==> config.mk <==
export PLATFORM = sky130hd
export DESIGN_NAME = onehot_decoder_pipe
export DESIGN_NICKNAME = d
export VERILOG_FILES = /design/src/rtl/onehot_decoder_pipe.sv
export SDC_FILE = /design/constraint.sdc
export NUM_CORES = 1
export LEC_CHECK = 0
export CAP_MARGIN = 20
export CORE_MARGIN = 2
export CORE_UTILIZATION = 51
export DETAILED_ROUTE_END_ITERATION = 6
export GPL_TIMING_DRIVEN = 0
export PLACE_DENSITY = 0.8
export SYNTH_ARGS = -nofsm -noshare
export SYNTH_HDL_FRONTEND = slang
export SYNTH_SLANG_ARGS = --single-unit
==> constraint.sdc <==
create_clock -name i_clk -period 2.34 [get_ports i_clk]
set_input_delay 0.585 -clock i_clk [delete_from_list [all_inputs] [get_ports i_clk]]
set_output_delay 0.585 -clock i_clk [all_outputs]
set_load 0.005 [all_outputs]
==> src/rtl/onehot_decoder_pipe.sv <==
// Pipelined binary-to-one-hot decoder with a two-entry skid buffer between a
// valid/ready code input and a valid/ready one-hot output, plus a saturating drain counter.
module onehot_decoder_pipe #(
    parameter int IN_W  = 4,
    parameter int CNT_W = 16,
    localparam int OUT_W = 1 << IN_W
) (
    input  logic             i_clk,
    input  logic             i_reset_n,
    input  logic             i_enable,
    input  logic             i_valid,
    output logic             o_ready,
    input  logic [IN_W-1:0]  i_code,
    output logic             o_valid,
    input  logic             i_ready,
    output logic [OUT_W-1:0] o_onehot,
    output logic [CNT_W-1:0] o_count,
    output logic [1:0]       o_state
);

    // Handshake rule for both ports: a word moves on a rising edge where
    // valid and ready are both high; the sender holds data stable while
    // valid is high and ready is low. Both ready and valid here are registered.

    localparam logic [1:0] ST_EMPTY = 2'd0;
    localparam logic [1:0] ST_ONE   = 2'd1;
    localparam logic [1:0] ST_TWO   = 2'd2;

    logic [1:0]       state;
    logic [1:0]       state_nxt;
    logic [OUT_W-1:0] out_q;
    logic [OUT_W-1:0] skid_q;
    logic [OUT_W-1:0] word_in;
    logic             accept;
    logic             drain;
    logic             load_out_new;
    logic             load_out_skid;
    logic             load_skid;
    logic             clear_out;

    assign accept  = i_valid & o_ready;
    assign drain   = o_valid & i_ready;
    assign word_in = i_enable ? (OUT_W'(1'b1) << i_code) : '0;

    always_comb begin
        state_nxt     = state;
        load_out_new  = 1'b0;
        load_out_skid = 1'b0;
        load_skid     = 1'b0;
        clear_out     = 1'b0;
        case (state)
            ST_EMPTY: begin
                if (accept) begin
                    state_nxt    = ST_ONE;
                    load_out_new = 1'b1;
                end
            end
            ST_ONE: begin
                case ({accept, drain})
                    2'b11: load_out_new = 1'b1;
                    2'b10: begin
                        state_nxt = ST_TWO;
                        load_skid = 1'b1;
                    end
                    2'b01: begin
                        state_nxt = ST_EMPTY;
                        clear_out = 1'b1;
                    end
                    default: state_nxt = ST_ONE;
                endcase
            end
            ST_TWO: begin
                // o_ready is low here, so only the drain side can move.
                if (drain) begin
                    state_nxt     = ST_ONE;
                    load_out_skid = 1'b1;
                end
            end
            default: begin
                state_nxt = ST_EMPTY;
                clear_out = 1'b1;
            end
        endcase
    end

    always_ff @(posedge i_clk or negedge i_reset_n) begin
        if (!i_reset_n) begin
            state   <= ST_EMPTY;
            o_valid <= 1'b0;
            o_ready <= 1'b1;
            out_q   <= '0;
            skid_q  <= '0;
            o_count <= '0;
        end else begin
            state   <= state_nxt;
            o_valid <= (state_nxt != ST_EMPTY);
            o_ready <= (state_nxt != ST_TWO);
            if (load_out_new) begin
                out_q <= word_in;
            end else if (load_out_skid) begin
                out_q <= skid_q;
            end else if (clear_out) begin
                out_q <= '0;
            end
            if (load_skid) begin
                skid_q <= word_in;
            end
            if (drain && (o_count != {CNT_W{1'b1}})) begin
                o_count <= o_count + 1'b1;
            end
        end
    end

    assign o_onehot = out_q;
    assign o_state  = state;

endmodule

==> impl_metrics.ini, run 1 <==
[die]
rows = 24
dieArea_um2 = 5170
initial_utilization = 0.537
placeableCoreArea_um2 = 4380
fp.dieW_um = 71.9
ios = 45
die_y_um = 71.9

[critical_path]
worstReg2RegEnd = o_count[2]
path_depth = 7
rr_startpoint = o_count[0]
cpMaxStageDelayCell = clkdlybuf4s50_1
worst-path-buf-inv = 3
crit_path_end_kind = flop
max_stage_delay_ps = 490
worstPathMaxFanout = 10
cp_cell_sequence = clkdlybuf4s50_1 > nand2_1 > buf_2 > nor3b_2 > clkbuf_2 > nand2_1 > o211ai_1
arrival_ps = 2360
criticalPathCategory = input pin to flop
startpoint_type = input pin
reg2reg_depth = 6
crit_family = buffers and inverters
required_ps = 2540
rrSetupSlack_ps = 280
cp_common_cell = nand2_1

[yosys]
yosysWarningCount = 0
synth.avg_cell_area_um2 = 10.5
synth-seq-area-share = 0.554
yosys.area_share.simple = 0.227
yosysUniqueCellTypes = 39
synth_compound_area_frac = 0.134
synth_area_um2 = 2350
synth-xor-area-share = 0.0484
synth-edff-count = 0
synthFlopType = dfrtp_1
muxShareOfSynthArea = 0.00957
synth.ff_latch_count = 52
synth_top_family_by_area = simple AND/OR/NAND/NOR gates
async_reset_ff_frac = 1.00
synth-adder-area-share = 0.00532
syn_nets = 235
syn_inst = 225

[timing]
maxSlewViolCount = 0
rsz0062_at_grt = false
hold-worst-slack_ps = 161
skew_ps = 5.46
period_minus_slack_ps = 2160
finalSetupViolations = 0
timing.final.ws_setup_ps = 182
period_share = 0.922
tightest_slew_ps = 660
fmax_mhz = 463
maxSlewHeadroom = 0.556
setup_tns_ps = 0
final_hold_viol_count = 0

[grt]
grt_pass1_vias = 1772
groute.usage.overall = 0.207
grt-ovfl-total = 0
grt_max_degree = 41
grt_pass1_wl_mm = 8.45
antenna_found_initial = 0

[clock_network]
clkLatencyLatePin_ps = 300
cts_buffers = 5
clockRootBuffer = clkbuf_8
clock_path_buffers = 2
tritoncts = built
htreeDepth = 2
cts_hold_buf = 0
clk_pin_slew_ps = 90
clkSinkCount = 52

[placement]
dpl_worst_slack_ps = -220
dp.cells = 320
buffer_ports.inserted = 42
hpwl_mm = 3.64
gp_congestion = 0.818
place_area_um2 = 2850

[cells_and_area]
layout_commonest_cell = nand2_1
diodes = 0
stdcell_area_um2 = 2940
layout_common_cells = 57 x nand2_1, 51 x dfrtp_1, 41 x clkdlybuf4s50_1
area_growth_pct = 25.2
layout-drive-gt1-share = 0.0870
nNetsFinal = 285
layout.cells.non_filler = 328

[pwr]
peakVddDrop_mv = 0.631
p_per_area_nw_per_um2 = 839
power_leakage_nw = 1.24

[routing]
drc = 0
routed.top_layer = met4
drt_iter0_drc = 141
route.met2.wl_mm = 2.42
postRouteAntennaNets = 0
wl_per_cell_um = 15.4
dr_wl_met3_um = 196
wl_met1_mm = 2.33
first_pass_iters = 4
vias_per_cell = 5.83
routed_wl_mm = 5.06
num_vias = 1913

[worst_hold_path]
hp-class = input pin to asynchronous set/reset pin

[job]
maxCapViolations = 0

[status]
status = completed
==> final cells by class <==
type,instances,area (µm²)
Buffer,12,50.0
Tap cell,52,65.1
Inverter,1,3.75
Multi-Input combinational cell,160,997
Timing Repair Buffer,43,435
Sequential cell,52,1300
Fill cell,364,1440
Clock buffer,8,90.1
==> worst register-to-register path: stages (launching register included) <==
cell	delay, ps
dfrtp_1	410
ha_1	210
nand4_1	210
nor4_2	520
buf_2	330
nor3b_1	100
xor2_1	170
==> routing by layer <==
layer  GRT usage  vias up
met5           0        -
li1            -      908
met1       0.311      945
met3      0.0347       13
met4      0.0839        0
met2       0.300       47
==> repair_timing <==
| item | in CTS | in global routing |
|---|---|---|
| setup buffers | 0 | 0 |
| endpoints found under the setup margin | 0 | 10 |
| gates resized for setup | 0 | 2 |
==> where the power goes <==
part           switching [mW]  leakage, nW  internal, mW  total (mW)
Combinational           0.413        0.485         0.366       0.779
Sequential              0.129        0.706          1.05        1.17
Clock                   0.274       0.0455         0.242       0.515
==> cell usage after synthesis (2+ instances only) <==
| master | count | share of area |
|---|---|---|
| clkbuf_1 | 7 | 0.011 |
| and3_1 | 2 | 0.0053 |
| nand3b_1 | 2 | 0.0064 |
| nand2b_1 | 5 | 0.013 |
| nand3_1 | 8 | 0.017 |
| mux2_2 | 2 | 0.0096 |
| o211ai_1 | 16 | 0.051 |
| nor4_1 | 4 | 0.011 |
| o21a_1 | 2 | 0.0064 |
| o31ai_1 | 12 | 0.038 |
| nor4_2 | 3 | 0.016 |
| o41ai_1 | 4 | 0.015 |
| buf_1 | 2 | 0.0032 |
| nor3b_1 | 2 | 0.0064 |
| dfrtp_1 | 51 | 0.54 |
| nor3_1 | 4 | 0.0085 |
| nand2_1 | 57 | 0.091 |
| nand4_1 | 5 | 0.013 |
| xor2_1 | 13 | 0.048 |
| buf_2 | 3 | 0.0064 |
| nor2_1 | 3 | 0.0048 |
==> flip-flops by register name, indices dropped and copies added, names as in the netlist <==
name and cells:
o_state 2, skid_q 16, o_onehot 16, o_ready 1
o_valid 1, o_count 16
==> how the worst max path moves through the flow <==
stage | startpoint | end | slack, ps
2_1_floorplan | o_count[0] | o_count[10] | 600
3_3_place_gp | i_reset_n | o_state[0] | -780
3_5_place_dp | i_ready | o_onehot[9] | -220
4_1_cts | i_ready | o_onehot[3] | 60
5_1_grt | i_ready | o_onehot[2] | 90
6_report | i_ready | o_onehot[3] | 180
==> cells by family after synthesis <==
family,after synthesis
simple gates,104
flops,52
compound gates,40
xor+xnor,13
buf+inv,13
mux,2
fa+ha+maj,1
==> stage by stage <==
stage,power (mW),util
global route,2.61,0.672
finish,2.47,0.672
floorplan,1.59,-
global placement,1.94,0.647
CTS,2.49,0.671
detailed placement,1.97,0.651
Note: power is estimated with default switching activity, not from simulation.
==> run 2, diff against run 1 <==
Settings changed: CTS_CLUSTER_SIZE set to 28.
==> results of run 2 <==
No change in the layout: final DEF, timing and power equal those of run 1.
==> run 3, diff against run 2 <==
Settings changed: ABC_CLOCK_PERIOD_IN_PS set to 1850, CAP_MARGIN 20 to 30, CORE_UTILIZATION 51 to 46, PLACE_DENSITY 0.8 to 0.76.
Clock period 2.34 ns to 1.85 ns, I/O delays scaled along.
==> impl_metrics.ini, run 3 (synthesized netlist as in run 1, its figures left out) <==
[critical_path]
cp_cell_sequence = clkdlybuf4s50_1 > and3b_1 > a21boi_4 > nand3_1 > o211ai_1
rr_startpoint = o_count[5]
crit_path_end_kind = flop
arrival_ps = 1990
required_ps = 2060
worstReg2RegEnd = o_count[15]
cpMaxStageDelayCell = clkdlybuf4s50_1
max_stage_delay_ps = 480
criticalPathCategory = input pin to flop
reg2reg_depth = 4
worstPathMaxFanout = 5
rrSetupSlack_ps = 80
startpoint_type = input pin

[timing]
skew_ps = 3.55
maxSlewViolCount = 0
final_hold_viol_count = 0
timing.final.ws_setup_ps = 75.2
maxSlewHeadroom = 0.731
period_share = 0.959
setup_tns_ps = 0
hold-worst-slack_ps = 74.9
fmax_mhz = 563
period_minus_slack_ps = 1770
tightest_slew_ps = 402
finalSetupViolations = 0

[die]
dieArea_um2 = 5700
rows = 26
placeableCoreArea_um2 = 5010
ios = 45
fp.dieW_um = 75.5
die_y_um = 75.5
initial_utilization = 0.470

[clock_network]
tritoncts = built
clkSinkCount = 52
clock_path_buffers = 2
clkLatencyLatePin_ps = 300
clk_pin_slew_ps = 90
clockRootBuffer = clkbuf_8
htreeDepth = 2
cts_buffers = 5

[pwr]
peakVddDrop_mv = 0.650
total_power_mw = 3.25
power_leakage_nw = 1.33
p_per_area_nw_per_um2 = 1040

[routing]
drt_iter0_drc = 120
num_vias = 1928
vias_per_cell = 5.48
postRouteAntennaNets = 0
routed_wl_mm = 5.30
first_pass_iters = 4
wl_per_cell_um = 15.1
drc = 0

[grt]
grt_pass1_wl_mm = 8.40
grt_pass1_vias = 1780
grt_max_degree = 38
antenna_found_initial = 0
groute.usage.overall = 0.195
grt-ovfl-total = 0

[cells_and_area]
layout-drive-gt1-share = 0.152
diodes = 0
fillCellCount = 427
layout_commonest_cell = nand2_1
area_growth_pct = 32.5
seq_area_um2 = 1310
layout_common_cells = 57 x nand2_1, 49 x dfrtp_1, 40 x clkdlybuf4s50_1
multi_input_area_um2 = 1070
layout.cells.non_filler = 352
nNetsFinal = 291

[placement]
hpwl_mm = 3.61
dp.cells = 338
dpl_worst_slack_ps = -565
buffer_ports.inserted = 42
gp_congestion = 0.803

[job]
maxCapViolations = 0

[status]
status = completed

[worst_hold_path]
hp-class = input pin to asynchronous set/reset pin
-- run 3: where the power goes --
part	switching, mW	internal, mW	total [mW]
logic	0.566	0.547	1.11
clock network	0.353	0.306	0.659
registers	0.159	1.32	1.48
total	1.08	2.18	3.25
-- run 3: final cells by class --
type	count	area share
Timing Repair Buffer	49	0.155
Sequential cell	52	0.419
Clock buffer	8	0.0289
Inverter	1	0.00120
Buffer	12	0.0233
Tap cell	70	0.0281
Multi-Input combinational cell	160	0.345
-- run 3: worst max-delay path: cells and delay by family --
family | cells | cell delay, ps
compound gates | 2 | 510
buf+inv | 1 | 480
simple gates | 2 | 530
-- run 3: what timing repair did --
| action | CTS | global route |
|---|---|---|
| hold buffers | 0 | 0 |
| endpoints found under the hold margin | 0 | 0 |
| pin swaps | 2 | 1 |
| setup buffers | 2 | 4 |
| setup endpoints to repair | 28 | 47 |
| gates resized for setup | 10 | 24 |
-- run 3: worst max path at each step --
stage,startpoint,end,slack [ps]
after global placement,i_reset_n,o_count[1],-1180
after global routing,i_ready,skid_q[8],-30
after floorplan,o_count[0],o_count[10],110
after CTS,i_ready,skid_q[8],-3
final,i_valid,o_onehot[15],80
after detailed placement,i_ready,o_onehot[4],-570
-- run 3: metrics by stage --
step | instance area [µm²] | utilization
global route | 3120 | 0.622
floorplan | 2350 | -
CTS | 3020 | 0.603
detailed placement | 2880 | 0.574
global placement | 2860 | 0.571
finish | 3120 | 0.622
-- run 3: metal layers --
layer | routed length (µm) | vias to the layer above | global-route usage
met5 | 0 | - | 0
met4 | 40 | 0 | 0.0546
li1 | - | 924 | -
met2 | 2530 | 61 | 0.304
met3 | 260 | 4 | 0.0450
met1 | 2470 | 939 | 0.276
